`config.mk`:
```
export PLATFORM = sky130hd
export DESIGN_NAME = ustack
export DESIGN_NICKNAME = d
export VERILOG_FILES = /design/src/rtl/ustack.sv
export SDC_FILE = /design/constraint.sdc
export NUM_CORES = 1
export LEC_CHECK = 0
export CORE_ASPECT_RATIO = 0.5
export CORE_MARGIN = 1
export CORE_UTILIZATION = 60
export CTS_CLUSTER_DIAMETER = 100
export DETAILED_ROUTE_END_ITERATION = 10
export GPL_TIMING_DRIVEN = 0
export PLACE_DENSITY = 0.79
export SLEW_MARGIN = 20
export SYNTH_ARGS = -nofsm -noshare
export SYNTH_HDL_FRONTEND = slang
export SYNTH_SLANG_ARGS = --single-unit
```
`constraint.sdc`:
```
create_clock -name clk -period 4.6 [get_ports clk]
set_input_delay 0.92 -clock clk [delete_from_list [all_inputs] [get_ports clk]]
set_output_delay 0.92 -clock clk [all_outputs]
set_load 0.02 [all_outputs]
```
`src/rtl/ustack.sv`:
```
// Microcode call/return stack: circular LIFO of 12-bit return addresses with
// saturating occupancy, sticky overflow/underflow flags and synchronous clear.
module ustack #(
    parameter int DEPTH = 16
) (
    input  logic                           clk,
    input  logic                           rst,
    input  logic                           clken,
    input  logic                           clr,
    input  logic                           call,
    input  logic                           ret,
    input  logic [0:11]                    pushADDR,
    output logic [0:11]                    dispRET,
    output logic [$clog2(DEPTH+1)-1:0]     depth,
    output logic                           empty,
    output logic                           full,
    output logic                           stkOVF,
    output logic                           stkUNF
);

    localparam int PW = $clog2(DEPTH);
    localparam int DW = $clog2(DEPTH+1);
    localparam logic [DW-1:0] DMAX = DW'(DEPTH);

    logic [0:11]   mem [DEPTH];
    logic [PW-1:0] tp;
    logic [PW-1:0] tp_inc;
    logic [PW-1:0] tp_dec;
    logic [PW-1:0] wr_ptr;
    logic          wr_en;

    assign tp_inc = tp + PW'(1);
    assign tp_dec = tp - PW'(1);
    assign empty  = (depth == '0);
    assign full   = (depth == DMAX);

    // call+ret on a non-empty stack replaces the top in place; otherwise a call
    // writes one slot above the current top (overwriting the oldest when full).
    always_comb begin
        wr_en  = 1'b0;
        wr_ptr = tp_inc;
        if (clken && !clr && call) begin
            wr_en  = 1'b1;
            wr_ptr = (ret && !empty) ? tp : tp_inc;
        end
    end

    // Array contents carry no reset; occupancy alone decides validity.
    always_ff @(posedge clk) begin
        if (wr_en) mem[wr_ptr] <= pushADDR;
    end

    always_ff @(posedge clk or negedge rst) begin
        if (!rst) begin
            tp     <= '0;
            depth  <= '0;
            stkOVF <= 1'b0;
            stkUNF <= 1'b0;
        end else if (clken) begin
            if (clr) begin
                tp     <= '0;
                depth  <= '0;
                stkOVF <= 1'b0;
                stkUNF <= 1'b0;
            end else if (call && ret) begin
                if (empty) begin
                    tp     <= tp_inc;
                    depth  <= DW'(1);
                    stkUNF <= 1'b1;
                end
            end else if (call) begin
                tp <= tp_inc;
                if (full) stkOVF <= 1'b1;
                else      depth  <= depth + DW'(1);
            end else if (ret) begin
                if (empty) begin
                    stkUNF <= 1'b1;
                end else begin
                    tp    <= tp_dec;
                    depth <= depth - DW'(1);
                end
            end
        end
    end

    assign dispRET = empty ? 12'o0000 : mem[tp];

endmodule

```
==> metrics.txt <==
status finished clean; Setup Skew 18.0 ps; # placed instances 672; xor and xnor area share after synthesis 0.522%; antenna viol nets, final 0; worst hold margin 529 ps; H-tree Lvls 1; cell breakdown of the critical path buf_1, clkbuf_1, mux4_2, mux2i_1, o22ai_1, clkdlybuf4s50_1; Yosys reg bits 203; CTS Sinks 203; crit path buf inv count 3; post-route insts no fill 704; Hold-fix buffers, CTS 0; Most used DFF post-synth edfxtp_1; ant diodes 0; DRC errors left 0; worst vdd ir 431 µV; Synth async-reset ratio 5.42%; via count 4495; largest area contributor in the netlist edfxtp_1; Die X-Extent 169 µm; Final Wtd Congestion 0.928; Final period util 96.3%; Fill cells 828; PnR Total Power 5.83 mW; complex-gate fraction of the synthesized area 4.08%; cell with the most instances after synthesis edfxtp_1; Port Buf Inserts 37; setup violators final 0; Avg WL per Cell 25.3 µm; die area 14500 µm²; via/cell ratio 6.38; post-synthesis simple-gate area fraction 3.76%; Setup TNS 0 ps; Max stage delay on crit path 600 ps; Synth area leaders edfxtp_1 69%, mux4_2 13%, mux2i_1 3.3%, dfrtp_1 3.3%, nor2_1 1.2%; Setup crit start kind flip-flop; Total GRT Usage 25.8%; Final Slew Violations 0; TritonCTS clock tree built; HP Class reg -> reg; Synth Net Count 467; Cells after Synth 443; Worst-Margin Slew 948 ps; DRT Wirelength 17800 µm; largest net degree at the start of global routing 17; Avg Inst Size Synth 18.9 µm²; Hold Vio Cnt, Final 0; grt met3 use 5.31%; Seq/Total Area, Yosys 72.1%; Setup WS pre-CTS 549 ps; R2R depth 7; Yosys warnings 0; min cycle time layout 4430 ps; initial core utilization 61.7%; critical path class reg -> out; Syn Std Cell Area 8380 µm²; Synth top area share 68.8%; Worst Hold Depth 2; CP required 3680 ps; crit path capture type output pin; Die H 85.6 µm; GR Layer Usage met2 42.6%; mux contribution to synthesized area 16.9%; Slowest cell on crit path clkbuf_1; placement row count 30; clk root buf clkbuf_16; pwr/cell area 606 nW/µm²; first-pass GRT wire length 26500 µm; crit path DAT 3510 ps; Inserted Clock Buffers 18; I/O Pins 39; EDFF count, synth 192; library cells used by synthesis 49; Core Area 13600 µm²; Max Cap Viol 0; initial antenna violation count 0; Worst Slack Setup Final 171 ps; GR Util met1 36.6%; Rel. slew slack 36.8%; largest family of logic cells by synthesized area multiplexers; Final HPWL DP 10800 µm; vias in the first global route 4428; grt total ovfl 0; DRT iter0 DRCs 517; clock latency on the worst-skew pair 490 ps; RSZ-0062 raised after global routing false; GRT Max-Usage Layer met2; CP Depth 6; adder-cell share of the synthesized area 0.985%; First-pass DRT Iterations 5; clk buf depth 3; fraction of layout cells with a size suffix above 1 20.5%; Nets 524; worst-path fanout max 10; crit-path leading delay family buffers and inverters; Syn-to-layout area delta 14.8%; top cells by count, synth 192 x edfxtp_1, 48 x mux4_2, 28 x mux2i_1; clk slew on worst S/H paths 70 ps; fmax 0.226 GHz; P_leak 3.09 nW
timing repair:
item,in CTS,in global routing
buffers inserted,0,0
resized for setup,0,6
setup endpoints to repair,0,9
path summary, 6_finish.rpt:
path,start,end,slack (ps)
setup / recovery,tp[0]$_DFFE_PN0P_,dispRET[2],170
hold / removal,stkUNF$_DFFE_PN0P_,stkUNF$_DFFE_PN0P_,530
setup reg to reg,tp[0]$_DFFE_PN0P_,mem[2][1]$_DFFE_PP_,700
hold reg to reg,stkUNF$_DFFE_PN0P_,stkUNF$_DFFE_PN0P_,530
max in group asynchronous,rst,tp[1]$_DFFE_PN0P_,3460
min in group asynchronous,rst,stkOVF$_DFFE_PN0P_,780
worst reg2reg max path, stage by stage, from the launching register on:
cell      delay [ps]
dfrtp_1          410
buf_1            500
clkbuf_1         610
inv_1            310
ha_1             510
nand2_1          140
mux2_2           360
nor2_2           690
layout make-up:
| class | count | area (µm²) | area share, % |
|---|---|---|---|
| Clock inverter | 6 | 97.6 | 1.01 |
| Buffer | 26 | 116 | 1.21 |
| Tap cell | 192 | 240 | 2.50 |
| Sequential cell | 203 | 6040 | 62.8 |
| Multi-Input combinational cell | 207 | 2240 | 23.3 |
| Inverter | 7 | 26.3 | 0.273 |
| Timing Repair Buffer | 37 | 370 | 3.85 |
| Clock buffer | 26 | 490 | 5.10 |
cells in the final DEF (no fill, tap or decap), types with 10 or more instances in the layout:
| cell | count |
|---|---|
| nand2_1 | 16 |
| mux4_2 | 48 |
| mux2i_1 | 28 |
| clkdlybuf4s50_1 | 37 |
| o22ai_1 | 11 |
| nor2_1 | 11 |
| dfrtp_1 | 11 |
| a21oi_1 | 10 |
| edfxtp_1 | 192 |
| nor2_2 | 15 |
| clkbuf_1 | 21 |
| clkbuf_16 | 18 |
cell families (layout without fill, tap and decap cells):
family | count (synthesis) | in the layout
buffers and inverters | 33 | 102
XOR/XNOR | 5 | 5
flip-flops | 203 | 203
multiplexers | 80 | 80
AO/OA/AOI/OAI | 51 | 51
AND/OR/NAND/NOR | 65 | 65
adder cells (fa/ha/maj) | 6 | 6
sequential cells by signal (all words and copies together) (netlist names):
| name | cells |
|---|---|
| stkUNF | 1 |
| tp | 4 |
| depth | 5 |
| stkOVF | 1 |
| mem | 192 |
power by group:
part / internal [mW] / switching (mW)
clock: 0.867 / 0.664
sequential: 2.11 / 0.0531
combinational: 0.937 / 1.20
total: 3.91 / 1.92
routing by layer:
layer | share of wire (%) | routed length [µm] | vias up
met2 | 48 | 8600 | 257
met1 | 42 | 7520 | 2303
met4 | 1.4 | 251 | 0
li1 | - | - | 1911
met3 | 8.3 | 1470 | 24
met5 | 0 | 0 | -
stage by stage:
stage / area, µm² / utilization (%)
final: 9620 / 70.8
after detailed placement: 9030 / 66.5
after global placement: 8990 / 66.2
after global routing: 9620 / 70.8
after CTS: 9620 / 70.8
after floorplan: 8380 / -
Note: power is estimated with default switching activity, not from simulation.
